File: config.mk
export PLATFORM = sky130hd
export DESIGN_NAME = line_clear_ctrl
export DESIGN_NICKNAME = d
export VERILOG_FILES = /design/src/rtl/line_clear_ctrl_pkg.sv /design/src/rtl/line_clear_ctrl_row_shifter.sv /design/src/rtl/line_clear_ctrl.sv
export SDC_FILE = /design/constraint.sdc
export NUM_CORES = 1
export LEC_CHECK = 0
export CAP_MARGIN = 20
export CORE_ASPECT_RATIO = 1.75
export CORE_MARGIN = 5
export CORE_UTILIZATION = 49
export DETAILED_ROUTE_END_ITERATION = 10
export PLACE_DENSITY = 0.91
export SLEW_MARGIN = 20
export SYNTH_ARGS = -nofsm -noshare
export SYNTH_HDL_FRONTEND = slang
export SYNTH_HIERARCHICAL = 1
export SYNTH_SLANG_ARGS = --single-unit
export TNS_END_PERCENT = 10
File: constraint.sdc
create_clock -name clock -period 3.9 [get_ports clock]
set_input_delay 0.39 -clock clock [delete_from_list [all_inputs] [get_ports clock]]
set_output_delay 0.39 -clock clock [all_outputs]
set_load 0.02 [all_outputs]
File: src/rtl/line_clear_ctrl_pkg.sv
// Shared board geometry, counter widths and FSM state encodings for line_clear_ctrl.
// Optional macro LINE_CLEAR_TOTAL_EN (used by the top) enables the running total accumulator.
package line_clear_ctrl_pkg;

    localparam int BOARD_COLS = 10;
    localparam int BOARD_ROWS = 20;
    localparam int BOARD_BITS = BOARD_COLS * BOARD_ROWS;

    localparam int ROW_W   = 5;
    localparam int CNT_W   = 5;
    localparam int TOTAL_W = 16;

    localparam logic [ROW_W-1:0] LAST_ROW = ROW_W'(BOARD_ROWS - 1);

    typedef enum logic [1:0] {
        ST_IDLE  = 2'd0,
        ST_SCAN  = 2'd1,
        ST_SHIFT = 2'd2,
        ST_DONE  = 2'd3
    } state_t;

endpackage

File: src/rtl/line_clear_ctrl_row_shifter.sv
// Combinational row checker and collapser: reports whether row row_sel is full and
// produces the board with that row removed, upper rows dropped by one and zeros entering at the top.
module board_row_shifter
    import line_clear_ctrl_pkg::*;
(
    input  logic [BOARD_BITS-1:0] board,
    input  logic [ROW_W-1:0]      row_sel,
    output logic                  row_full,
    output logic [BOARD_BITS-1:0] shifted
);

    always_comb begin
        row_full = 1'b0;
        for (int i = 0; i < BOARD_ROWS; i++) begin
            if (row_sel == ROW_W'(i)) begin
                row_full = &board[i*BOARD_COLS +: BOARD_COLS];
            end
        end
    end

    // Rows below row_sel keep their contents; every other row takes the row above it.
    for (genvar i = 0; i < BOARD_ROWS; i++) begin : g_row
        if (i == BOARD_ROWS - 1) begin : g_top
            assign shifted[i*BOARD_COLS +: BOARD_COLS] =
                (ROW_W'(i) < row_sel) ? board[i*BOARD_COLS +: BOARD_COLS] : '0;
        end else begin : g_mid
            assign shifted[i*BOARD_COLS +: BOARD_COLS] =
                (ROW_W'(i) < row_sel) ? board[i*BOARD_COLS +: BOARD_COLS]
                                      : board[(i+1)*BOARD_COLS +: BOARD_COLS];
        end
    end

endmodule

File: src/rtl/line_clear_ctrl.sv
// Line-clear controller: scans a 10x20 board bottom-up, collapsing full rows one per SHIFT cycle.
// Define LINE_CLEAR_TOTAL_EN to build the saturating running total of cleared lines.
module line_clear_ctrl
    import line_clear_ctrl_pkg::*;
(
    input  logic                  clock,
    input  logic                  reset,
    input  logic                  start,
    input  logic [BOARD_BITS-1:0] board_in,
    output logic                  busy,
    output logic                  done,
    output logic [BOARD_BITS-1:0] board_out,
    output logic [CNT_W-1:0]      lines_cleared,
    output logic [TOTAL_W-1:0]    total_lines
);

    state_t                state_q, state_d;
    logic [BOARD_BITS-1:0] board_q, board_d;
    logic [ROW_W-1:0]      row_q, row_d;
    logic [CNT_W-1:0]      count_q, count_d;
    logic [CNT_W-1:0]      lines_q, lines_d;

    logic                  row_full;
    logic [BOARD_BITS-1:0] shifted;

    board_row_shifter u_shifter (
        .board    (board_q),
        .row_sel  (row_q),
        .row_full (row_full),
        .shifted  (shifted)
    );

    always_ff @(posedge clock) begin
        if (reset) begin
            state_q <= ST_IDLE;
            board_q <= '0;
            row_q   <= '0;
            count_q <= '0;
            lines_q <= '0;
        end else begin
            state_q <= state_d;
            board_q <= board_d;
            row_q   <= row_d;
            count_q <= count_d;
            lines_q <= lines_d;
        end
    end

    always_comb begin
        state_d = state_q;
        board_d = board_q;
        row_d   = row_q;
        count_d = count_q;
        lines_d = lines_q;
        case (state_q)
            ST_IDLE: begin
                if (start) begin
                    board_d = board_in;
                    row_d   = '0;
                    count_d = '0;
                    state_d = ST_SCAN;
                end
            end
            ST_SCAN: begin
                if (row_full) begin
                    state_d = ST_SHIFT;
                end else if (row_q < LAST_ROW) begin
                    row_d = row_q + 1'b1;
                end else begin
                    state_d = ST_DONE;
                end
            end
            // Row pointer stays put so the row that dropped into place is checked next.
            ST_SHIFT: begin
                board_d = shifted;
                count_d = count_q + 1'b1;
                state_d = ST_SCAN;
            end
            ST_DONE: begin
                lines_d = count_q;
                state_d = ST_IDLE;
            end
            default: begin
                state_d = ST_IDLE;
            end
        endcase
    end

    assign busy          = (state_q != ST_IDLE);
    assign done          = (state_q == ST_DONE);
    assign board_out     = board_q;
    assign lines_cleared = lines_q;

`ifdef LINE_CLEAR_TOTAL_EN
    logic [TOTAL_W-1:0] total_q, total_d;
    logic [TOTAL_W:0]   total_sum;

    always_ff @(posedge clock) begin
        if (reset) begin
            total_q <= '0;
        end else begin
            total_q <= total_d;
        end
    end

    always_comb begin
        total_sum = {1'b0, total_q} + (TOTAL_W+1)'(count_q);
        total_d   = total_q;
        if (state_q == ST_DONE) begin
            total_d = total_sum[TOTAL_W] ? '1 : total_sum[TOTAL_W-1:0];
        end
    end

    assign total_lines = total_q;
`else
    assign total_lines = '0;
`endif

endmodule

-- Word level (Yosys, flattened, before mapping)
Cells that the tools add are included.
- $lt $le $gt $ge: 21
- reduce and logical (&&, ||, !) cells: 48
- muxes and demuxes: 51
- add/subtract/negate cells: 2
- equal/unequal tests: 46
- operators with widths (operator ; number):
    case mux 200 bit (2 select lines) ; 1
    two-way mux 10 bit ; 20
    two-way mux 200 bit ; 1
    AND reduction 10 bit ; 20
    AND reduction 3 bit ; 20
    inequality test 2 bit, second input constant ; 23
    equality test 5 x 4 -> 1 bit, second input constant ; 8
    < comparator 4 x 5 -> 1 bit, first input constant ; 8
    equality test 5 x 3 -> 1 bit, second input constant ; 4
    equality test 5 bit, second input constant ; 4
    < comparator 3 x 5 -> 1 bit, first input constant ; 4
    < comparator 5 bit, first input constant ; 4
    two-way mux 1 bit ; 20
    case mux 5 bit (2 select lines) ; 2
    two-way mux 5 bit ; 3
    adder 5 x 1 -> 5 bit, second input constant ; 2
    equality test 5 x 2 -> 1 bit, second input constant ; 2
    < comparator 1 x 5 -> 1 bit, first input constant ; 2
    < comparator 2 x 5 -> 1 bit, first input constant ; 2
    case mux 2 bit (4 select lines) ; 1
    two-way mux 2 bit ; 3
    nonzero test 2 bit ; 3
    equality test 5 x 1 -> 1 bit, second input constant ; 1
    logical NOT 5 bit ; 1
    7 further kinds ; 9
- word-level logic and storage cells: 192
- flip-flop bits (word level): 217

-- Logic depth before layout (Yosys ltp)
Gate-level depths: netlist of run 1.
- depth in word-level cells: 23
- mapped depth: 11
- depth with buffers taken out: 10

-- By module
The synthesis of run 1 kept the hierarchy.
- modules (own cells, without submodules) (module ; instances ; cells each ; area an instance (um2)):
    line_clear_ctrl ; 1 ; 1585 ; 11537.3
    board_row_shifter ; 1 ; 352 ; 3140.5

-- Least setup slack after synthesis of run 1
Ideal clock, no wire load.
- path type: reg2reg
- start point: register row_q[1]
- end point: register row_q[3]
- buffers on the path: 2
- slack: 1.127 ns
- setup time: 0.070 ns
- arrival time: 2.703 ns
- required time: 3.830 ns
- cell stages (with the launch flop): 12
- path through: dfxtp_1 > buf_2 > buf_2 > o311ai_0 > nand3_1 > o32ai_1 > a211oi_1 > o22ai_1 > or2b_1 > a221o_1 > or4_1 > a21oi_1
- longest elaborated chain between the ends: 23
- elaborated cells between the ends (all ways): 48
- RTL lines (what ; RTL line ; source):
    from (decl) ; line_clear_ctrl.sv:19 ; logic [ROW_W-1:0] row_q, row_d;
    from (signal assigned) ; line_clear_ctrl.sv:43 ; row_q <= row_d;
    logical NOT 5 bit ; line_clear_ctrl_row_shifter.sv:15 ; if (row_sel == ROW_W'(i)) begin
    two-way mux 1 bit (19 in series) ; line_clear_ctrl_row_shifter.sv:15 ;
    two-way mux 1 bit * ; line_clear_ctrl_row_shifter.sv:15 ;
    net row_full ; line_clear_ctrl.sv:23 ; logic row_full;
    inequality test 2 bit (no source line) * ; n/a ;
    AND reduction 4 bit (no source line) * ; n/a ;
Mark *: on every way through the listed nets, which the timed path passes. The rest lies on a longest branch. The select of a mux whose other input is x is not followed.
A chain may end at the register's enable or synchronous reset.

-- Worst setup path after layout of run 1
- start point: register row_q[2]
- end point: register row_q[3]
Same word-level chain as after synthesis.

==> flow_summary.ini, run 1 <==
[power_and_ir_drop]
clkPwrFrac = 0.333
irDropWorstVdd_uv = 270
p_int_uw = 4650
combinationalPowerShare = 0.270
sequentialPowerShare = 0.397
power_density_mw_per_mm2 = 351
power_uw = 6850
p_switching_uw = 2200
swShare = 0.321
p_leak_uw = 0.00757

[yosys]
synth_seq_area_share = 0.296
yosysWarnings = 6
yosys_most_used_dff = dfxtp_1
async_flop_share = 0
syn_area_per_cell_um2 = 7.58
synth_top_cells_by_area = dfxtp_1 30%, mux2_2 15%, o221a_2 12%
yosys.area.top_type_share = 0.296
synth.distinct_cells = 59
syn_area_mm2 = 0.0147
synth_largest_area_cell = dfxtp_1
synth_cells = 1937
ys_seq_elements = 217
synth_edf_count = 0

[timing]
hold_violations = 0
setup_viol = 0
fin_crit_sh = 0.862
max_freq_mhz = 298
tightest_slew_ns = 1.10
grt_setup_unrepaired = no
period_needed_ns = 3.36
slew_viol_final = 0
timing.setup.tns_ns = 0
relSlewSlack = 0.264
holdWs_ns = 0.435
finClkSkew_ns = 0.0136

[worst_setup_path]
r2r_start = row_q[2]$_SDFFE_PP0P_
worstPathArrival_ns = 3.80
cp_slowest_cell = dfxtp_1
worst-r2r-setup-slack_ns = 0.54
worst-setup-path-type = flop to flop
cpMostUsedCell = a211oi_1
crit_path_end_kind = flop
cp.required_ns = 4.34
setup.worst_path.start = row_q[2]$_SDFFE_PP0P_
reg2reg_to = row_q[3]$_SDFFE_PP0P_
cpPeakStageDelay_ns = 0.75
reg2reg_depth = 9
start_kind = flop
crit_path_end = row_q[3]$_SDFFE_PP0P_
crit_chain = and3_1 -> o311a_1 -> a211oi_1 -> a211oi_1 -> o22ai_1 -> or2b_1 -> a221o_1 -> or4_1 -> a21oi_1
cp_max_fo = 19

[global_route]
antenna_found_initial = 1
grt_pass1_vias = 15500
overflow = 0
grt_max_degree = 202
grt_pass1_wl_mm = 84.9
gr-usage-all-layers = 0.308

[flow_run]
drv_cap = 0

[cts]
cts-root-buf = clkbuf_16
cts_buffers = 22
cts_num_sinks = 217
clockBufferDepth = 3
clk_latency_ns = 0.53
cts_hold_buf = 0
h-tree-depth = 1
cts_setup_buffers = 0
post_cts_resized = 0
cts_tree = yes
clkTransAtPathRegs_ns = 0.07

[cells_and_area]
final_nets = 2432
final.fill_count = 2393
area.growth.synth_to_final_pct = 33.0
fin_util = 0.654
stdcell_area_mm2 = 0.0195
drive_gt1_frac = 0.194

[floorplanning]
initial_core_util = 0.492
fp.dieW_um = 141
die_h_um = 239
rows = 84
dieArea_mm2 = 0.0337
io_pins = 426
core_area_mm2 = 0.0298

[place]
placed_area_mm2 = 0.0188
place_congestion = 0.902
io_buffers = 409
post-dp-hpwl_mm = 38.6

[route]
finalWirelength_mm = 55.4
ant_nets = 0
viasPerCell = 6.12
wl_per_cell_um = 21.1
dr.pass1.iters = 6
drcViolationCount = 0
drt_iter0_drc = 1429
vias = 16100

[outcome]
status = complete, no violations

[worst_hold_path]
hold_path_class = input port to flop
## cell families (layout without fill, tap and decap cells)
family                     after synthesis  count (layout)  share of synthesized area
AOI/OAI and AO/OA                      587             587                      0.287
and+or+nand+nor                        587             587                      0.170
buffers and inverters                  350             640                     0.0973
DFF                                    217             217                      0.296
muxes                                  193             193                      0.148
adders and majority gates                2               2                    0.00170
other                                    1              17                   0.000255
## cells in the mapped netlist (12+ instances only)
master / count
o21ai_0: 12
and2_1: 12
buf_4: 16
buf_1: 22
inv_1: 169
buf_2: 12
clkbuf_1: 126
o221a_2: 160
nand2_1: 104
nand3_1: 13
nor3_1: 18
nand4_1: 40
a311oi_1: 37
a21oi_1: 344
dfxtp_1: 217
mux2_2: 191
nor2_1: 369
## power by group through the flow
stage                     sequential [uW]  clock (uW)  combinational (uW)
final                                2720        2280                1850
after global routing                 2750        2380                1980
after CTS                            2710        2310                1840
after detailed placement             2760           0                1820
after global placement               2740           0                1770
after floorplan                      2860           0                 876
## how the worst min path moves through the flow
stage                                             start                            end  slack, ns  cells after the start
after CTS                                         reset          row_q[2]$_SDFFE_PP0P_       0.42                      2
after global routing                      board_in[160]    board_out[160]$_SDFFE_PP0P_       0.45                      3
after floorplan                 count_q[4]$_SDFFE_PP0P_  lines_cleared[4]$_SDFFE_PP0P_       0.44                      2
final                                     board_in[174]    board_out[174]$_SDFFE_PP0P_       0.43                      3
after global placement    lines_cleared[2]$_SDFFE_PP0P_  lines_cleared[2]$_SDFFE_PP0P_       0.46                      2
after detailed placement  lines_cleared[0]$_SDFFE_PP0P_  lines_cleared[0]$_SDFFE_PP0P_       0.47                      2
## area by class of cell
cell class | instances | area, um2 | share of cell area
Clock buffer | 35 | 712 | 0.0365
Timing Repair Buffer | 432 | 4300 | 0.220
Inverter | 169 | 634 | 0.0325
Sequential cell | 217 | 4350 | 0.223
Antenna cell | 1 | 2.50 | 0.000128
Tap cell | 387 | 484 | 0.0248
Clock inverter | 4 | 48.8 | 0.00250
Multi-Input combinational cell | 1385 | 8980 | 0.460
## through the flow
step,worst slack [ns],cells
2_1_floorplan,1.13,1952
3_3_place_gp,0.814,2590
3_5_place_dp,0.622,2590
4_1_cts,0.594,2629
5_1_grt,0.394,2630
6_report,0.540,2630
## flip-flops by register name, summed over array words and instances, names as in the netlist
signal,count
board_out,200
count_q,5
row_q,5
state_q,2
lines_cleared,5
## placed cells by master (no fill, tap or decap), types with 3 or more instances in the layout
cell type and instances:
clkdlybuf4s50_1 407, nor2_1 369, a21oi_1 343, dfxtp_1 213
mux2_2 191, inv_1 169, o221a_2 160, nand2_1 104
nand4_1 40, a311oi_1 37, clkbuf_16 24, buf_4 21
nor3_1 18, conb_1 16, nand3_1 13, and2_1 12
o21ai_0 12, clkbuf_8 7, o22ai_1 4, a21oi_4 4
clkbuf_1 4, o31ai_1 4, a211oi_1 3, nor2_2 3
o311ai_0 3, nand4b_1 3
## layer usage
metal / part of all wire / up-vias / global-route usage / routed length [um]
met5: 0 / - / 0 / 0
met4: 0.073 / 0 / 0.207 / 4070
met3: 0.069 / 215 / 0.0526 / 3850
met2: 0.49 / 828 / 0.527 / 27400
met1: 0.36 / 7617 / 0.348 / 20100
li1: - / 7446 / - / -
## worst max-delay path: cells and delay by family (launching register included)
kind | cells | cell delay (ns)
AO/OA/AOI/OAI | 6 | 1.28
AND/OR/NAND/NOR | 3 | 1.24
flip-flops | 1 | 0.75
Power figures use the tool's default switching activity.
==> run 2: changes to the inputs <==
--- a/config.mk
+++ b/config.mk
@@ -10,8 +10,9 @@
 export CORE_MARGIN = 5
 export CORE_UTILIZATION = 49
 export DETAILED_ROUTE_END_ITERATION = 10
+export GPL_TIMING_DRIVEN = 0
 export PLACE_DENSITY = 0.91
-export SLEW_MARGIN = 20
+export SLEW_MARGIN = 10
 export SYNTH_ARGS = -nofsm -noshare
 export SYNTH_HDL_FRONTEND = slang
 export SYNTH_HIERARCHICAL = 1
==> run 2 against run 1 <==
Net effect: clock power fell by 7%; cell count rose by 5.8%; die area did not move; sequential share of layout area fell by 0.59 points; fmax fell by 10%; total power fell by 0.89%; utilization rose by 1.6 points; global-route usage rose by 3.9 points; clock skew barely moved; largest power group unchanged.
==> flow_summary.ini, run 2 (synthesized netlist as in run 1, its figures left out) <==
[power_and_ir_drop]
sequentialPowerShare = 0.405
combinationalPowerShare = 0.285
irDropWorstVdd_uv = 278
p_int_uw = 4540
swShare = 0.332
power_density_mw_per_mm2 = 339
clkPwrFrac = 0.311
p_leak_uw = 0.00775
p_switching_uw = 2250
power_uw = 6790

[global_route]
overflow = 0
antenna_found_initial = 0
grt_pass1_wl_mm = 94.9
grt_max_degree = 15
grt_pass1_vias = 17700
gr-usage-all-layers = 0.347

[cts]
cts-root-buf = clkbuf_16
clkTransAtPathRegs_ns = 0.07
h-tree-depth = 1
cts_num_sinks = 217
cts_hold_buf = 0
cts_buffers = 21
clockBufferDepth = 3
cts_setup_buffers = 0
post_cts_resized = 2
clk_latency_ns = 0.52
cts_tree = yes

[worst_setup_path]
crit_chain = buf_2 -> buf_2 -> o311ai_0 -> nand3_1 -> o32ai_1 -> a211oi_2 -> o22ai_1 -> or2b_1 -> a221o_1 -> or4_1 -> a21oi_1
cpPeakStageDelay_ns = 0.52
worstPathArrival_ns = 4.19
crit_path_end_kind = flop
cp_slowest_cell = or4_1
cpMostUsedCell = buf_2
cp.required_ns = 4.34
start_kind = flop
cp_max_fo = 10
worst-setup-path-type = flop to flop

[place]
dp_slack_ns = -0.0415
post-dp-hpwl_mm = 46.9
place_congestion = 0.983
io_buffers = 408

[timing]
setup_viol = 0
finClkSkew_ns = 0.0135
fin_crit_sh = 0.963
relSlewSlack = 0.387
period_needed_ns = 3.75
setup_slack_ns = 0.146
hold_violations = 0
tightest_slew_ns = 0.919
grt_setup_unrepaired = no
slew_viol_final = 0
max_freq_mhz = 266

[floorplanning]
core_area_mm2 = 0.0298
io_pins = 426
initial_core_util = 0.492
fp.dieW_um = 141
die_h_um = 239
dieArea_mm2 = 0.0337
rows = 84

[cells_and_area]
drive_gt1_frac = 0.182
final_nets = 2588
layout_commonest_cell = clkdlybuf4s50_1
area.growth.synth_to_final_pct = 36.3
most-common-layout-cells = 408 x clkdlybuf4s50_1, 369 x nor2_1, 344 x a21oi_1, 217 x dfxtp_1, 191 x mux2_2
largest_reg_flops = 200
final.fill_count = 2438
fin_util = 0.670
antenna_cells = 0

[route]
drt_iter0_drc = 1305
viasPerCell = 6.25
ant_nets = 0
finalWirelength_mm = 62.3
vias = 17400
drcViolationCount = 0
wl_per_cell_um = 22.4
dr.pass1.iters = 6

[worst_hold_path]
hold_path_class = input port to flop

[outcome]
status = complete, no violations

[flow_run]
drv_cap = 0
## run 2: per-layer routing
metal | wire length (um) | up-vias | global-route usage
met5 | 0 | - | 0
met4 | 5360 | 0 | 0.266
met3 | 5430 | 381 | 0.0719
met2 | 30800 | 1217 | 0.619
met1 | 20800 | 8025 | 0.350
li1 | - | 7758 | -
## run 2: power groups by stage
stage	Sequential [uW]	Clock, uW	Combinational (uW)
floorplan	2860	0	876
global route	2770	2190	2060
CTS	2730	2110	1910
finish	2750	2110	1930
global placement	2770	0	1840
detailed placement	2780	0	1890
## run 2: final cells by class
class	count	area [um2]	area share
Tap cell	387	484	0.0242
Timing Repair Buffer	408	4080	0.204
Buffer	181	796	0.0398
Inverter	169	634	0.0317
Clock buffer	33	671	0.0335
Sequential cell	217	4340	0.217
Clock inverter	3	18.8	0.000938
Multi-Input combinational cell	1385	8970	0.448
## run 2: stage by stage
stage                     std cells  hold slack (ns)  instance area [um2]  setup TNS [ns]
after CTS                      2783            0.439                20000               0
after detailed placement       2747            0.470                19300         -0.0415
final                          2783            0.452                20000               0
after global routing           2783            0.468                20000               0
after global placement         2747            0.458                19300               0
after floorplan                1952            0.439                14700               0
## run 2: worst max-delay path, delay by kind of cell (launching register included)
kind / cells / cell delay (ns)
flip-flops: 1 / 0.42
AO/OA/AOI/OAI: 6 / 1.51
AND/OR/NAND/NOR: 3 / 0.98
buffers and inverters: 2 / 0.76
## run 2: path summary, 6_finish.rpt
| path | slack (ns) | depth (start not counted) | to | startpoint |
|---|---|---|---|---|
| worst max-delay path | 0.15 | 11 | row_q[3]$_SDFFE_PP0P_ | row_q[1]$_SDFFE_PP0P_ |
| worst min-delay path | 0.45 | 3 | board_out[183]$_SDFFE_PP0P_ | board_in[183] |
| worst max register to register | 0.15 | 11 | row_q[3]$_SDFFE_PP0P_ | row_q[1]$_SDFFE_PP0P_ |
| worst min register to register | 0.49 | 2 | lines_cleared[3]$_SDFFE_PP0P_ | lines_cleared[3]$_SDFFE_PP0P_ |
==> run 3: changes to the inputs <==
--- a/config.mk
+++ b/config.mk
@@ -9,9 +9,11 @@
 export CORE_ASPECT_RATIO = 1.75
 export CORE_MARGIN = 5
 export CORE_UTILIZATION = 49
+export CTS_CLUSTER_DIAMETER = 200
 export DETAILED_ROUTE_END_ITERATION = 10
 export GPL_TIMING_DRIVEN = 0
 export PLACE_DENSITY = 0.91
+export SKIP_CTS_REPAIR_TIMING = 1
 export SLEW_MARGIN = 10
 export SYNTH_ARGS = -nofsm -noshare
 export SYNTH_HDL_FRONTEND = slang
==> run 3 against run 2 <==
Net effect: global-route usage is essentially flat; routed wire length is essentially flat; sequential cell count is the same; highest routed layer unchanged; non-clock buffer count is the same; cell count is the same; largest power group unchanged; cell area is essentially flat; first-iteration DRC count grew 0.92%; die area is the same.
==> flow_summary.ini, run 3 (synthesized netlist as in run 1, its figures left out) <==
[outcome]
status = complete, no violations

[worst_hold_path]
hold_path_class = input port to flop

[route]
drcViolationCount = 0
vias = 17400
dr.pass1.iters = 5
viasPerCell = 6.25
finalWirelength_mm = 62.4
wl_per_cell_um = 22.4
ant_nets = 0
drt_iter0_drc = 1317

[timing]
period_needed_ns = 3.71
relSlewSlack = 0.387
fin_crit_sh = 0.951
finClkSkew_ns = 0.0157
slew_viol_final = 0
hold_violations = 0
holdWs_ns = 0.450
max_freq_mhz = 270
grt_setup_unrepaired = no
tightest_slew_ns = 0.919
setup_viol = 0

[flow_run]
drv_cap = 0

[worst_setup_path]
cpPeakStageDelay_ns = 0.52
crit_chain = buf_2 -> inv_1 -> o311ai_0 -> nand3_1 -> o32ai_1 -> a211oi_2 -> o22ai_1 -> or2b_1 -> a221o_1 -> or4_1 -> a21oi_1
worst-path-buf-inv = 2
cp.required_ns = 4.34
cp_slowest_cell = or4_1
worst-setup-path-type = flop to flop
start_kind = flop
worstPathArrival_ns = 4.14
cp_max_fo = 11
cpLargestDelayFamily = compound AO/OA/AOI/OAI gates
crit_path_end_kind = flop

[floorplanning]
die_h_um = 239
dieArea_mm2 = 0.0337
initial_core_util = 0.492
rows = 84
fp.dieW_um = 141
io_pins = 426
core_area_mm2 = 0.0298

[place]
placed_area_mm2 = 0.0193
io_buffers = 408
place_congestion = 0.983
post-dp-hpwl_mm = 46.9

[cts]
cts_num_sinks = 217
cts_buffers = 21
cts_tree = yes
h-tree-depth = 1
clockBufferDepth = 3
clkTransAtPathRegs_ns = 0.07
cts-root-buf = clkbuf_16
clk_latency_ns = 0.52

[global_route]
grt_max_degree = 15
overflow = 0
grt_use_met3 = 0.0719
antenna_found_initial = 0
gr-usage-met1 = 0.350
gr-usage-all-layers = 0.347
grt_pass1_vias = 17700
grt_pass1_wl_mm = 94.9
grt.busiest_layer = met2
grtUsageMet2 = 0.619

[cells_and_area]
most-common-layout-cells = 408 x clkdlybuf4s50_1, 369 x nor2_1, 344 x a21oi_1, 216 x dfxtp_1, 191 x mux2_2
stdcell_area_mm2 = 0.0200
layout_commonest_cell = clkdlybuf4s50_1
drive_gt1_frac = 0.182
antenna_cells = 0
final_nets = 2588
area.growth.synth_to_final_pct = 36.3
largest_reg_flops = 200

[power_and_ir_drop]
swShare = 0.332
power_uw = 6790
p_switching_uw = 2260
p_int_uw = 4540
clkPwrFrac = 0.311
power_density_mw_per_mm2 = 340
sequentialPowerShare = 0.405
p_leak_uw = 0.00775
combinationalPowerShare = 0.284
irDropWorstVdd_uv = 276
## run 3: changes by cell type in the layout (fill, tap and decap cells not counted)
cell      change
buf_4         -1
clkbuf_4      +1
dfxtp_1       -1
dfxtp_2       +1
## run 3: stage by stage
stage               utilization  cells  setup TNS [ns]  setup slack [ns]
floorplan                     -   1952               0              1.13
CTS                       0.670   2783          -0.126           -0.0780
global placement          0.647   2747               0           0.00662
global route              0.670   2783               0             0.123
finish                    0.670   2783               0             0.193
detailed placement        0.647   2747         -0.0415           -0.0415
## run 3: worst reg2reg max path: stages (launching register included)
cell and delay [ns]:
dfxtp_2 0.40, buf_2 0.28, inv_1 0.39, o311ai_0 0.24, nand3_1 0.16, o32ai_1 0.15
a211oi_2 0.41, o22ai_1 0.22, or2b_1 0.30, a221o_1 0.39, or4_1 0.52, a21oi_1 0.15
## run 3: power by group through the flow
stage / clock, uW / sequential (uW) / combinational (uW)
2_1_floorplan: 0 / 2860 / 876
4_1_cts: 2110 / 2730 / 1910
3_3_place_gp: 0 / 2770 / 1840
5_1_grt: 2190 / 2770 / 2060
3_5_place_dp: 0 / 2780 / 1890
6_report: 2110 / 2750 / 1930
## run 3: metal layers
metal | vias to the layer above | wire [um] | share of wire
met3 | 383 | 5530 | 0.089
met2 | 1212 | 30800 | 0.49
met5 | - | 0 | 0
li1 | 7760 | - | -
met1 | 8050 | 20600 | 0.33
met4 | 0 | 5370 | 0.086
## run 3: final cells by class
cell class,instances,area (um2)
Fill cell,2439,9850
Multi-Input combinational cell,1385,8970
Sequential cell,217,4350
Timing Repair Buffer,408,4080
Buffer,181,796
Clock buffer,33,671
Inverter,169,634
Tap cell,387,484
Clock inverter,3,18.8
## run 3: path summary, 6_finish.rpt
| check | start | end | slack [ns] | cells after the start |
|---|---|---|---|---|
| max | row_q[0]$_SDFFE_PP0P_ | row_q[3]$_SDFFE_PP0P_ | 0.19 | 11 |
| min | board_in[183] | board_out[183]$_SDFFE_PP0P_ | 0.45 | 3 |
| max reg2reg | row_q[0]$_SDFFE_PP0P_ | row_q[3]$_SDFFE_PP0P_ | 0.19 | 11 |
| min reg2reg | lines_cleared[3]$_SDFFE_PP0P_ | lines_cleared[3]$_SDFFE_PP0P_ | 0.49 | 2 |
